### config.mk
export PLATFORM = sky130hd
export DESIGN_NAME = input_block_vc
export DESIGN_NICKNAME = d
export VERILOG_FILES = /design/src/rtl/input_block_vc.sv
export SDC_FILE = /design/constraint.sdc
export NUM_CORES = 1
export LEC_CHECK = 0
export CAP_MARGIN = 20
export CORE_UTILIZATION = 56
export DETAILED_ROUTE_END_ITERATION = 10
export PLACE_DENSITY_LB_ADDON = 0.12
export SLEW_MARGIN = 20
export SYNTH_ARGS = -nofsm -noshare
export SYNTH_HDL_FRONTEND = slang
export SYNTH_SLANG_ARGS = --single-unit
### constraint.sdc
create_clock -name clk -period 2.6 [get_ports clk]
set_input_delay 0.52 -clock clk [delete_from_list [all_inputs] [get_ports clk]]
set_output_delay 0.52 -clock clk [all_outputs]
set_load 0.005 [all_outputs]
### src/rtl/input_block_vc.sv
//==============================================================================
// Module      : input_block_vc (with router_pkg)
// Description : Per-port VC router input buffer. One FIFO per virtual channel,
//               per-VC packet-format FSM, registered dequeue path with a
//               one-cycle credit pulse back to the upstream output block.
// Options     : IB_ERR_FLAGS_EN - when defined, err_r holds sticky
//               {format, underflow, overflow} flags; otherwise tied to zero.
// Revision    : 1.0 - initial release
//==============================================================================
`default_nettype none

package router_pkg;
  localparam int NUM_VCS        = 2;
  localparam int CREDITS_PER_VC = 4;
  localparam int VCID_W         = $clog2(NUM_VCS);
  localparam int DATA_W         = 32;

  typedef enum logic [2:0] {I = 3'd0, H = 3'd1, B = 3'd2, T = 3'd3, HT = 3'd4} ftype_t;
  typedef enum logic [2:0] {N = 3'd0, E = 3'd1, S = 3'd2, W = 3'd3, L = 3'd4} dir_t;

  typedef struct packed {
    ftype_t              ftype;
    logic [VCID_W-1:0]   fvcid;
  } head_t;

  typedef struct packed {
    head_t               head;
    logic [DATA_W-1:0]   data;
  } channel_t;
endpackage

module input_block_vc #(
  parameter int               NUM_VCS    = router_pkg::NUM_VCS,
  parameter int               BUF_DEPTH  = router_pkg::CREDITS_PER_VC,
  parameter router_pkg::dir_t LOCAL_PORT = router_pkg::W
) (
  input  logic                         clk,
  input  logic                         arst_n,
  input  router_pkg::channel_t         flitin,
  input  logic                         rd_en,
  input  logic [$clog2(NUM_VCS)-1:0]   rd_vcid,
  output router_pkg::channel_t         front_flit [NUM_VCS],
  output logic [NUM_VCS-1:0]           vc_empty,
  output logic [NUM_VCS-1:0]           vc_active_r,
  output router_pkg::channel_t         flitout,
  output logic [NUM_VCS-1:0]           creditout,
  output logic [2:0]                   err_r
);
  import router_pkg::*;

  localparam int PTR_W = $clog2(BUF_DEPTH);
  localparam int CNT_W = $clog2(BUF_DEPTH + 1);
  localparam int RD_W  = $clog2(NUM_VCS);

  typedef enum logic [0:0] {ST_IDLE = 1'b0, ST_ACTIVE = 1'b1} pkt_state_t;

  logic               wr_valid;
  logic [NUM_VCS-1:0] pop_vc;
  logic [NUM_VCS-1:0] ovf_vc;
  logic [NUM_VCS-1:0] fmt_vc;
  logic               underflow_ev;

  assign wr_valid = (flitin.head.ftype != I);

  for (genvar v = 0; v < NUM_VCS; v++) begin : g_vc
    channel_t         mem_q [BUF_DEPTH];
    channel_t         head_flit;
    logic [PTR_W-1:0] wr_ptr_q, wr_ptr_d;
    logic [PTR_W-1:0] rd_ptr_q, rd_ptr_d;
    logic [CNT_W-1:0] cnt_q, cnt_d;
    pkt_state_t       state_q, state_d;
    logic             wr_hit, full, empty, push, pop, fmt_bad;

    assign head_flit = mem_q[rd_ptr_q];

    // FIFO pointer/occupancy update and packet FSM next state for this VC.
    always_comb begin
      wr_hit   = wr_valid && (flitin.head.fvcid == VCID_W'(v));
      empty    = (cnt_q == '0);
      full     = (cnt_q == CNT_W'(BUF_DEPTH));
      push     = wr_hit && !full;
      pop      = rd_en && (rd_vcid == RD_W'(v)) && !empty;
      wr_ptr_d = wr_ptr_q;
      rd_ptr_d = rd_ptr_q;
      cnt_d    = cnt_q;
      state_d  = state_q;
      fmt_bad  = 1'b0;
      if (push) wr_ptr_d = (wr_ptr_q == PTR_W'(BUF_DEPTH - 1)) ? '0 : wr_ptr_q + PTR_W'(1);
      if (pop)  rd_ptr_d = (rd_ptr_q == PTR_W'(BUF_DEPTH - 1)) ? '0 : rd_ptr_q + PTR_W'(1);
      if (push && !pop) cnt_d = cnt_q + CNT_W'(1);
      if (pop && !push) cnt_d = cnt_q - CNT_W'(1);
      // Malformed sequences are still forwarded; only the flag is raised.
      if (pop) begin
        case (state_q)
          ST_IDLE: begin
            if (head_flit.head.ftype == H)        state_d = ST_ACTIVE;
            else if (head_flit.head.ftype != HT)  fmt_bad = 1'b1;
          end
          ST_ACTIVE: begin
            if (head_flit.head.ftype == T)        state_d = ST_IDLE;
            else if (head_flit.head.ftype != B)   fmt_bad = 1'b1;
          end
          default: state_d = ST_IDLE;
        endcase
      end
    end

    // Pointer, occupancy and packet-state registers; reset flushes the VC.
    always_ff @(posedge clk or negedge arst_n) begin
      if (!arst_n) begin
        wr_ptr_q <= '0;
        rd_ptr_q <= '0;
        cnt_q    <= '0;
        state_q  <= ST_IDLE;
      end else begin
        wr_ptr_q <= wr_ptr_d;
        rd_ptr_q <= rd_ptr_d;
        cnt_q    <= cnt_d;
        state_q  <= state_d;
      end
    end

    // Flit storage; contents are don't-care while the occupancy says empty.
    always_ff @(posedge clk) begin
      if (push) mem_q[wr_ptr_q] <= flitin;
    end

    assign front_flit[v]  = empty ? '0 : head_flit;
    assign vc_empty[v]    = empty;
    assign vc_active_r[v] = (state_q == ST_ACTIVE);
    assign pop_vc[v]      = pop;
    assign ovf_vc[v]      = wr_hit && full;
    assign fmt_vc[v]      = fmt_bad;
  end

  channel_t           flitout_q, flitout_d;
  logic [NUM_VCS-1:0] creditout_q, creditout_d;

  // Select the dequeued flit and the credit for the output registers.
  always_comb begin
    flitout_d    = '0;
    creditout_d  = pop_vc;
    underflow_ev = rd_en && vc_empty[rd_vcid];
    if (|pop_vc) flitout_d = front_flit[rd_vcid];
  end

  // Registered crossbar flit and credit pulse, aligned in the same cycle.
  always_ff @(posedge clk or negedge arst_n) begin
    if (!arst_n) begin
      flitout_q   <= '0;
      creditout_q <= '0;
    end else begin
      flitout_q   <= flitout_d;
      creditout_q <= creditout_d;
    end
  end

  assign flitout   = flitout_q;
  assign creditout = creditout_q;

`ifdef IB_ERR_FLAGS_EN
  logic [2:0] err_q, err_d;

  // Sticky error flags {format, underflow, overflow}, cleared only by reset.
  always_comb begin
    err_d = err_q | {|fmt_vc, underflow_ev, |ovf_vc};
  end

  // Error flag register.
  always_ff @(posedge clk or negedge arst_n) begin
    if (!arst_n) err_q <= '0;
    else         err_q <= err_d;
  end

  assign err_r = err_q;
`else
  assign err_r = 3'b000;
`endif

`ifndef SYNTHESIS
  // Simulation reports of protocol violations seen at the link or allocator.
  always_ff @(posedge clk) begin
    if (arst_n) begin
      if (|ovf_vc)
        $warning("input_block_vc[%s]: overflow, flit dropped on full VC %0d",
                 LOCAL_PORT.name(), flitin.head.fvcid);
      if (underflow_ev)
        $warning("input_block_vc[%s]: underflow, read of empty VC %0d",
                 LOCAL_PORT.name(), rd_vcid);
      if (|fmt_vc)
        $warning("input_block_vc[%s]: packet format violation on VC %0d",
                 LOCAL_PORT.name(), rd_vcid);
    end
  end
`endif

endmodule

`default_nettype wire
# Word-level counts from Yosys, hierarchy flattened
# Memory sizes are Yosys's and may differ from the RTL's.
# Cells that the tools add are included.
# W data, S select, Z words.
[op_classes]
add_sub_neg = 8
magnitude_cmp = 1
eq_ne = 10
mux = 24
bitwise = 5
n_reduce_logical = 26
[ops]
columns = ["operator", "count"]
rows = [
  ["$mux W36", 6],
  ["$logic_and A1 B1 Y1", 12],
  ["$mux W3", 4],
  ["$add A2 B1 Y2 const B", 4],
  ["$eq A2 B2 Y1 const B", 4],
  ["$logic_not A1 Y1", 8],
  ["$mux W1", 8],
  ["$mux W2", 4],
  ["$add A3 B1 Y3 const B", 2],
  ["$eq A3 B1 Y1 const B", 2],
  ["$eq A3 B2 Y1 const B", 2],
  ["$eq A3 B3 Y1 const B", 2],
  ["$logic_not A3 Y1", 2],
  ["$sub A3 B1 Y3 const B", 2],
  ["$not A1 Y1", 4],
  ["$pmux W1 S2", 2],
  ["$reduce_bool A2 Y1", 2],
  ["$reduce_bool A3 Y1", 1],
  ["$ge A2 B2 Y1 const B", 1],
  ["$not A1 Y2", 1],
  ["$reduce_or A2 Y1", 1],
]
[word_totals]
ff_bits = 54
mem_bits_rw = 288
inputBits = 40
out_inout_bits = 117
elab_cells = 88
mem_count = 2
[mem_list]
columns = ["memory", "depth", "word_bits", "read_ports", "rd_ports_with_merged_regs", "wr", "line_no", "source"]
rows = [
  ["g_vc[0].mem_q", 4, 36, 1, 0, 1, "66", "channel_t mem_q [BUF_DEPTH];"],
  ["g_vc[1].mem_q", 4, 36, 1, 0, 1, "66", ""],
]

# Logic depth before layout (Yosys ltp)
# Gate-level depths: netlist of run 1.
[logic_depth]
ltp_word = 7
mapped_depth = 10
ltp_nobuf = 9

# Least setup slack after synthesis of run 1
# Ideal clock, no wire load.
[synth_timing]
kind = "input to register"
startpoint = "input port flitin[34] in the netlist's numbering"
endpoint = "memory g_vc[0].mem_q[3][0] in the netlist's numbering (enable)"
setup_ns = 0.397
t_arrival_ns = 2.072
t_required_ns = 2.203
setup_slack_ns = 0.132
cell_stages = 3
n_path_buf = 0
path_cell_list = "nor3_1 a311oi_1 and2_1"
[synth_between]
elab_chain_cells = 5
[synth_lines]
columns = ["item", "line_no", "source"]
rows = [
  ["start, declared", "39", "input router_pkg::channel_t flitin,"],
  ["$reduce_bool A3 Y1", "63", "assign wr_valid = (flitin.head.ftype != I);"],
  ["$logic_and A1 B1 Y1", "78", "wr_hit = wr_valid && (flitin.head.fvcid == VCID_W'(v));"],
  ["$logic_and A1 B1 Y1", "81", "push = wr_hit && !full;"],
  ["$mux W1", "125", "if (push) mem_q[wr_ptr_q] <= flitin;"],
  ["$mux W1 (not written as such)", "125", ""],
  ["end, declared", "66", ""],
]
# No other way between the ends.

==> summary.txt, run 1 <==
max-slew violation count: 0
arrival time worst endpoint: 2.25 ns
number of warnings issued by yosys: 0
final wirelength: 33600 um
number of global-route vias before repair: 7922
Maximum Capacitance Violations: 0
highest cell delay on the worst timing path: 0.47 ns
pre-CTS setup slack: -0.111 ns
clock tree from TritonCTS: built
wire length of the first global-routing pass: 48300 um
total congestion overflow after global routing: 0
count of endpoints failing hold in the final timing report: 0
remaining max-slew budget at the tightest pin: 53.1%
Total Nets Final: 1020
vias per std cell: 5.91
area added between synthesis and finish: 29.4%
Cells after Synth: 721
buffer type at the clock tree root: sky130_fd_sc_hd__clkbuf_16
Inserted Clock Buffers: 35
run status: complete, but fails checks
average wire per standard cell: 25.6 um
final number of setup-violating endpoints: 40
largest clock skew in the final design: 0.0160 ns
final worst setup slack: -0.166 ns
GRT Resource Usage Total: 27.2%
most frequent cell on the critical path: sky130_fd_sc_hd__buf_8
synthesized-area fraction occupied by adder cells: 1.39%
largest family of logic cells by synthesized area: multiplexers
initial standard-cell utilization of the core: 57.7%
DIE WIDTH: 158 um
placement row count: 56
mux share of post-synthesis cell area: 12.8%
final design utilization: 74.7%
Residual DRC: 0
Worst Setup Start Kind: register
Critical Path Slowest Stage Cell: sky130_fd_sc_hd__dfrtp_2
first drt pass iteration count: 4
number of H-tree levels: 2
Antenna Cells: 0
pin count of the biggest net entering global routing: 48
clock sinks: 342
share of final-layout standard cells stronger than drive strength 1: 36.2%
violated checks: negative setup slack
detailed-route via count: 7745
highest ir drop seen on vdd: 0.000627 V
area fraction in compound gates after synthesis: 2.36%
HPWL Detailed: 18400 um
proportion of synthesized chip area in sequential cells: 73.0%
number of distinct library cell variants in the gate-level netlist after synthesis: 34
mean post-synth cell area: 19.0 um^2
period utilisation layout: 106%
number of non-filler instances in the completed layout: 1310
pwr/cell area: 1210 nW/um^2
antenna violations before repair: 0
WP data required: 2.08 ns
Longest Clk Path Bufs: 3
violation count after the first detailed-routing iteration: 622
FF+latch count, synth: 342
die footprint: 25100 um^2
time the final worst path needs with I/O delays and setup: 2.77 ns
critical-path maximum fanout: 4
static leakage power: 6.52 nW
die outline height: 158 um
slew of the pin with the lowest slew margin: 0.703 ns
worst setup path category: reg2out
Achievable Freq: 362 MHz
xor and xnor area share after synthesis: 0.383%
insertion delay to the later sink of the worst-skew pair: 0.52 ns
worst-path cell chain: buf_12 -> buf_8 -> buf_8 -> buf_4 -> mux4_2 -> and2_4 -> clkbuf_2
Tightest Hold Check Type: in2async
weighted congestion reported at the end of routability-driven placement: 0.780
ANT nets after route: 0
netlist area before placement: 13700 um^2
IO Count: 157
total placed cells including tap cells: 1188
category of the worst setup path capture point: primary output
Synth Area in Simple Gates: 7.60%
clock transition at the registers of the reported paths: 0.06 ns
Core ar.: 23800 um^2
setup repair after global routing missed its margin: true
Port Buf Inserts: 153
## worst paths after layout
path / start / end / slack (ns) / cells past startpoint
worst max-delay path: g_vc[0].rd_ptr_q[0]$_DFFE_PN0P_ / front_flit[45] / -0.17 / 7
worst min-delay path: arst_n / flitout[26]$_DFF_PN0_ / 0.06 / 1
worst max register to register: g_vc[0].cnt_q[2]$_DFFE_PN0P_ / g_vc[0].cnt_q[2]$_DFFE_PN0P_ / 0.16 / 10
worst min register to register: g_vc[0].cnt_q[2]$_DFFE_PN0P_ / g_vc[0].cnt_q[2]$_DFFE_PN0P_ / 0.52 / 1
max in group asynchronous: arst_n / g_vc[0].rd_ptr_q[0]$_DFFE_PN0P_ / 1.88 / 2
min in group clk: rd_en / creditout[1]$_DFF_PN0_ / 0.44 / 3
## layer usage
layer	part of all wire [%]	GRT usage, %	wire length [um]
met2	52	47.6	17600
met3	6.3	3.97	2120
met4	2.6	8.24	857
met1	39	35.5	13000
met5	0	0	0
## synth_stat cells
| master | number | area [um^2] |
|---|---|---|
| sky130_fd_sc_hd__nor3b_2 | 1 | 12.5 |
| sky130_fd_sc_hd__edfxtp_1 | 288 | 8650 |
| sky130_fd_sc_hd__a311oi_1 | 1 | 8.76 |
| sky130_fd_sc_hd__conb_1 | 1 | 3.75 |
| sky130_fd_sc_hd__nand3_1 | 36 | 180 |
| sky130_fd_sc_hd__dfrtp_1 | 54 | 1350 |
| sky130_fd_sc_hd__xnor2_1 | 2 | 17.5 |
| sky130_fd_sc_hd__nor4b_4 | 1 | 23.8 |
| sky130_fd_sc_hd__clkbuf_1 | 23 | 86.3 |
| sky130_fd_sc_hd__buf_2 | 7 | 35.0 |
| sky130_fd_sc_hd__or3_1 | 2 | 12.5 |
| sky130_fd_sc_hd__buf_6 | 5 | 56.3 |
| sky130_fd_sc_hd__nor3_1 | 2 | 10.0 |
| sky130_fd_sc_hd__o21ai_0 | 1 | 5.00 |
| sky130_fd_sc_hd__nor2_1 | 6 | 22.5 |
| sky130_fd_sc_hd__inv_1 | 17 | 63.8 |
| sky130_fd_sc_hd__o311ai_2 | 1 | 16.3 |
| sky130_fd_sc_hd__nand2b_1 | 1 | 6.26 |
| sky130_fd_sc_hd__nand3b_1 | 36 | 270 |
| sky130_fd_sc_hd__a21boi_0 | 36 | 270 |
| sky130_fd_sc_hd__inv_2 | 1 | 3.75 |
| sky130_fd_sc_hd__buf_1 | 5 | 18.8 |
| sky130_fd_sc_hd__mux4_2 | 67 | 1510 |
| sky130_fd_sc_hd__a311oi_2 | 1 | 15.0 |
| sky130_fd_sc_hd__ha_1 | 12 | 150 |
| sky130_fd_sc_hd__xor2_1 | 4 | 35.0 |
| sky130_fd_sc_hd__fa_1 | 2 | 40.0 |
| sky130_fd_sc_hd__mux2_2 | 7 | 78.8 |
| sky130_fd_sc_hd__mux2i_1 | 3 | 30.0 |
| sky130_fd_sc_hd__nand2_1 | 1 | 3.75 |
| sky130_fd_sc_hd__mux4_1 | 5 | 131 |
| sky130_fd_sc_hd__and2_1 | 80 | 500 |
| sky130_fd_sc_hd__a21o_1 | 1 | 7.51 |
| sky130_fd_sc_hd__buf_4 | 11 | 82.6 |
## registers in the layout, indices dropped and copies added (netlist names)
signal,count
creditout,2
flitout,36
g_vc.cnt_q,6
g_vc.mem_q,288
g_vc.rd_ptr_q,4
g_vc.state_q,2
g_vc.wr_ptr_q,4
## worst max-delay path: cells and delay by family, from the launching register on
family,cells,cell delay [ns]
buffers and inverters,5,0.65
DFF,1,0.47
muxes,1,0.46
and+or+nand+nor,1,0.16
## stage by stage
stage / TNS, ns / instance area [um^2] / power [mW] / hold slack [ns]
floorplan: 0 / 13700 / 11.4 / 0.224
global placement: -0.0341 / 16000 / 15.0 / 0.477
detailed placement: -0.142 / 16000 / 15.2 / 0.503
CTS: -8.75 / 17700 / 21.2 / 0.0632
global route: -5.74 / 17700 / 22.4 / 0.0776
finish: -3.01 / 17700 / 21.5 / 0.0582
## cells in the final DEF, fill, tap and decap left out, types with 3 or more instances in the layout
master | netlist | final
sky130_fd_sc_hd__edfxtp_1 | 288 | 288
sky130_fd_sc_hd__clkdlybuf4s50_1 | 0 | 76
sky130_fd_sc_hd__mux4_2 | 67 | 72
sky130_fd_sc_hd__and2_4 | 0 | 51
sky130_fd_sc_hd__dfrtp_1 | 54 | 50
sky130_fd_sc_hd__buf_4 | 11 | 42
sky130_fd_sc_hd__clkbuf_16 | 0 | 41
sky130_fd_sc_hd__nand3_1 | 36 | 36
sky130_fd_sc_hd__nand3b_1 | 36 | 36
sky130_fd_sc_hd__a21boi_0 | 36 | 36
sky130_fd_sc_hd__clkbuf_2 | 0 | 36
sky130_fd_sc_hd__buf_6 | 5 | 34
sky130_fd_sc_hd__buf_12 | 0 | 30
sky130_fd_sc_hd__and2_1 | 80 | 21
sky130_fd_sc_hd__inv_1 | 17 | 17
sky130_fd_sc_hd__clkbuf_1 | 23 | 16
sky130_fd_sc_hd__ha_1 | 12 | 12
sky130_fd_sc_hd__buf_2 | 7 | 11
sky130_fd_sc_hd__buf_8 | 0 | 11
sky130_fd_sc_hd__and2_2 | 0 | 8
sky130_fd_sc_hd__mux2_2 | 7 | 7
sky130_fd_sc_hd__clkdlybuf4s15_1 | 0 | 7
sky130_fd_sc_hd__nor2_1 | 6 | 6
sky130_fd_sc_hd__clkinv_1 | 0 | 5
sky130_fd_sc_hd__xor2_1 | 4 | 4
sky130_fd_sc_hd__mux2i_1 | 3 | 3
sky130_fd_sc_hd__conb_1 | 1 | 3
sky130_fd_sc_hd__dfrtp_2 | 0 | 3
sky130_fd_sc_hd__dlymetal6s2s_1 | 0 | 3
## power by group
group,leakage [nW],internal [mW],switching (mW)
combinational,2.69,5.18,3.99
sequential,3.31,7.16,0.398
clock,0.515,2.77,1.98
total,6.52,15.1,6.37
## final cells by class
class,count,area (um^2)
sequential,342,10000
fill,1342,6020
multi-input combinational,312,3500
timing repair buffer,257,2700
clock buffer,55,1010
tap,319,399
inverter,18,67.6
clock inverter,7,53.8
## cells by family (layout without fill, tap and decap cells)
logic type | count (synthesis) | in the layout
other cells | 1 | 3
compound gates | 41 | 41
flops | 342 | 342
simple gates | 166 | 166
buf+inv | 69 | 337
fa+ha+maj | 14 | 14
xor+xnor | 6 | 6
mux | 82 | 82
## timing repair
action | in CTS | in global routing
hold buffers | 0 | 0
hold endpoints to repair | 0 | 0
cloned | 7 | 4
endpoints found under the setup margin | 74 | 73
pin swaps | 37 | 10
buffers inserted | 35 | 27
resized for setup | 276 | 85
Power figures use the tool's default switching activity.
==> inputs of run 2 (changes only) <==
--- a/config.mk
+++ b/config.mk
@@ -9,7 +9,7 @@
 export CORE_UTILIZATION = 56
 export DETAILED_ROUTE_END_ITERATION = 10
 export PLACE_DENSITY_LB_ADDON = 0.12
-export SLEW_MARGIN = 20
+export SLEW_MARGIN = 10
 export SYNTH_ARGS = -nofsm -noshare
 export SYNTH_HDL_FRONTEND = slang
 export SYNTH_SLANG_ARGS = --single-unit
==> results of run 2 <==
No change in the layout: final DEF, timing and power equal those of run 1.
==> inputs of run 3 (changes only) <==
--- a/config.mk
+++ b/config.mk
@@ -8,6 +8,7 @@
 export CAP_MARGIN = 20
 export CORE_UTILIZATION = 56
 export DETAILED_ROUTE_END_ITERATION = 10
+export GPL_TIMING_DRIVEN = 0
 export PLACE_DENSITY_LB_ADDON = 0.12
 export SLEW_MARGIN = 10
 export SYNTH_ARGS = -nofsm -noshare
==> summary.txt, run 3 (same netlist as run 1, synthesis figures left out) <==
highest cell delay on the worst timing path: 0.46 ns (was 0.47 ns)
Bufs and invs on worst path: 5 (unchanged)
most frequent cell on the critical path: sky130_fd_sc_hd__buf_6 (was sky130_fd_sc_hd__buf_8)
die footprint: 25100 um^2 (unchanged)
Seq pwr share: 32.3% (was 35.2%)
number of flip-flops under the largest register name: 288 (unchanged)
WP data required: 2.08 ns (about the same)
pin count of the biggest net entering global routing: 55 (was 48)
Total Nets Final: 1075 (was 1020)
run status: complete, but fails checks (unchanged)
Core ar.: 23800 um^2 (unchanged)
source of the worst register-to-register timing path: g_vc[1].cnt_q[0]$_DFFE_PN0P_ (was g_vc[0].cnt_q[2]$_DFFE_PN0P_)
largest clock skew in the final design: 0.0136 ns (was 0.0160 ns)
pre-CTS setup slack: -0.883 ns (was -0.111 ns)
vias per std cell: 6.05 (was 5.91)
die outline height: 158 um (unchanged)
arrival time worst endpoint: 2.22 ns (was 2.25 ns)
slew of the pin with the lowest slew margin: 0.869 ns (was 0.703 ns)
Residual DRC: 0 (unchanged)
Inserted Clock Buffers: 35 (unchanged)
beginning of the critical path: g_vc[0].rd_ptr_q[0]$_DFFE_PN0P_ (unchanged)
violated checks: negative setup slack (unchanged)
number of global-route vias before repair: 8686 (was 7922)
count of endpoints failing hold in the final timing report: 0 (unchanged)
placement row count: 56 (unchanged)
IO Count: 157 (unchanged)
ANT nets after route: 0 (unchanged)
register ranked first by flip-flop count: g_vc.mem_q (unchanged)
insertion delay to the later sink of the worst-skew pair: 0.52 ns (about the same)
number of buffers inserted for hold repair after clock tree synthesis: 0 (unchanged)
final number of setup-violating endpoints: 40 (unchanged)
worst-path cell chain: buf_12 -> buf_8 -> buf_4 -> buf_6 -> mux4_2 -> and2_4 -> buf_6 (was buf_12 -> buf_8 -> buf_8 -> buf_4 -> mux4_2 -> and2_4 -> clkbuf_2)
highest ir drop seen on vdd: 0.000721 V (was 0.000627 V)
Critical Path Slowest Stage Cell: sky130_fd_sc_hd__mux4_2 (was sky130_fd_sc_hd__dfrtp_2)
total congestion overflow after global routing: 0 (unchanged)
period utilisation layout: 105% (was 106%)
Longest Clk Path Bufs: 3 (unchanged)
DIE WIDTH: 158 um (unchanged)
NetSw: 7.00 mW (was 6.37 mW)
Antenna Cells: 0 (unchanged)
Worst Setup Start Kind: register (unchanged)
critical-path maximum fanout: 6 (was 4)
buffer type at the clock tree root: sky130_fd_sc_hd__clkbuf_16 (unchanged)
critical path depth: 7 (unchanged)
share of final-layout standard cells stronger than drive strength 1: 40.3% (was 36.2%)
Maximum Capacitance Violations: 0 (unchanged)
initial standard-cell utilization of the core: 57.7% (unchanged)
area added between synthesis and finish: 33.8% (was 29.4%)
Port Buf Inserts: 153 (unchanged)
detailed-route via count: 8242 (was 7745)
part of the total power dissipated in the clock network: 21.4% (was 22.1%)
number of H-tree levels: 2 (unchanged)
GRT Resource Usage Total: 31.1% (was 27.2%)
clock sinks: 342 (unchanged)
static leakage power: 6.84 nW (was 6.52 nW)
category of the worst setup path capture point: primary output (unchanged)
clock transition at the registers of the reported paths: 0.06 ns (about the same)
first drt pass iteration count: 5 (was 4)
Layout Cell Area excl Fill: 18300 um^2 (was 17700 um^2)
remaining max-slew budget at the tightest pin: 42.1% (was 53.1%)
setup repair after global routing missed its margin: true (unchanged)
pwr/cell area: 1270 nW/um^2 (was 1210 nW/um^2)
wire length of the first global-routing pass: 54100 um (was 48300 um)
commonest non-fill, non-tap cell in the layout: sky130_fd_sc_hd__edfxtp_1 (unchanged)
switching share of total power: 30.0% (was 29.7%)
antenna violations before repair: 2 (was 0)
clock tree from TritonCTS: built (unchanged)
most frequent cells in the layout: sky130_fd_sc_hd__edfxtp_1 (288), sky130_fd_sc_hd__buf_6 (81), sky130_fd_sc_hd__buf_4 (79) (was sky130_fd_sc_hd__edfxtp_1 (288), sky130_fd_sc_hd__clkdlybuf4s50_1 (76), sky130_fd_sc_hd__mux4_2 (72))
number of filler instances in the final layout: 1234 (was 1342)
Worst path top cell family by delay: buffers and inverters (unchanged)
HPWL Detailed: 20900 um (was 18400 um)
final worst setup slack: -0.142 ns (was -0.166 ns)
average wire per standard cell: 27.6 um (was 25.6 um)
time the final worst path needs with I/O delays and setup: 2.74 ns (was 2.77 ns)
number of cells on the worst reg-to-reg path: 10 (unchanged)
final wirelength: 37600 um (was 33600 um)
internal power: 16.3 mW (was 15.1 mW)
Area after DPL: 15800 um^2 (was 16000 um^2)
Achievable Freq: 365 MHz (was 362 MHz)
Tightest Hold Check Type: in2async (unchanged)
worst setup path category: reg2out (unchanged)
Logic pwr share: 46.3% (was 42.7%)
max-slew violation count: 0 (unchanged)
total power draw: 23.3 mW (was 21.5 mW)
violation count after the first detailed-routing iteration: 724 (was 622)
weighted congestion reported at the end of routability-driven placement: 0.768 (was 0.780)
==> run 3: worst reg2reg max path, stage by stage (launching register included) <==
cell and delay (ns):
sky130_fd_sc_hd__dfrtp_1 0.36, sky130_fd_sc_hd__buf_4 0.15, sky130_fd_sc_hd__inv_1 0.11, sky130_fd_sc_hd__a311oi_4 0.45, sky130_fd_sc_hd__inv_1 0.12, sky130_fd_sc_hd__ha_1 0.26, sky130_fd_sc_hd__inv_1 0.12, sky130_fd_sc_hd__fa_1 0.22
sky130_fd_sc_hd__xor2_1 0.22, sky130_fd_sc_hd__nor2_1 0.10, sky130_fd_sc_hd__xor2_1 0.15
==> run 3: area by class of cell <==
class / instances / area [um^2] / share of cell area [%]
well taps: 319 / 399 / 2.18
flip-flops and latches: 342 / 10000 / 54.5
inverters: 18 / 70.1 / 0.382
multi-input cells: 312 / 3570 / 19.5
repair buffers: 267 / 2730 / 14.9
clock buffers: 48 / 997 / 5.44
clock inverters: 12 / 129 / 0.703
plain buffers: 45 / 445 / 2.43
==> run 3: through the flow <==
| step | utilization [%] | TNS [ns] | hold WS (ns) | instances |
|---|---|---|---|---|
| after floorplan | - | 0 | 0.224 | 723 |
| after global placement | 65.9 | -504.37 | 0.472 | 1195 |
| after detailed placement | 66.7 | -188.08 | 0.479 | 1203 |
| after CTS | 77.3 | -2.87 | 0.147 | 1357 |
| after global routing | 77.2 | -4.12 | 0.164 | 1363 |
| final | 77.2 | -2.56 | 0.126 | 1363 |
==> run 3: power groups by stage <==
stage          clock (mW)  combinational, mW  sequential, mW
2_1_floorplan           0               3.90            7.54
3_3_place_gp            0               7.46            7.59
3_5_place_dp            0               7.80            7.62
4_1_cts              4.97               10.6            7.49
5_1_grt              5.23               11.3            7.59
6_report             5.00               10.8            7.52
==> run 3: routing by layer <==
metal  part of all wire [%]  global-route usage [%]
met4                    3.2                    13.9
met2                     51                    52.0
met5                  0.077                       0
met1                     38                    40.5
met3                    8.3                    5.23
==> run 3: what timing repair did <==
item	4_1_cts	5_1_grt
setup endpoints to repair	286	140
pin swaps	67	20
gates resized for setup	476	62
cloned	6	0
setup buffers	89	31
hold endpoints to repair	0	0
==> run 3: worst paths after layout <==
check	to	slack [ns]
max in group asynchronous	g_vc[0].rd_ptr_q[0]$_DFFE_PN0P_	1.86
max	front_flit[40]	-0.14
min in group clk	g_vc[0].mem_q[1][32]$_DFFE_PP_	0.51
min reg2reg	g_vc[1].state_q$_DFFE_PN0P_	0.52
min	flitout[29]$_DFF_PN0_	0.13
max reg2reg	g_vc[1].cnt_q[2]$_DFFE_PN0P_	0.22
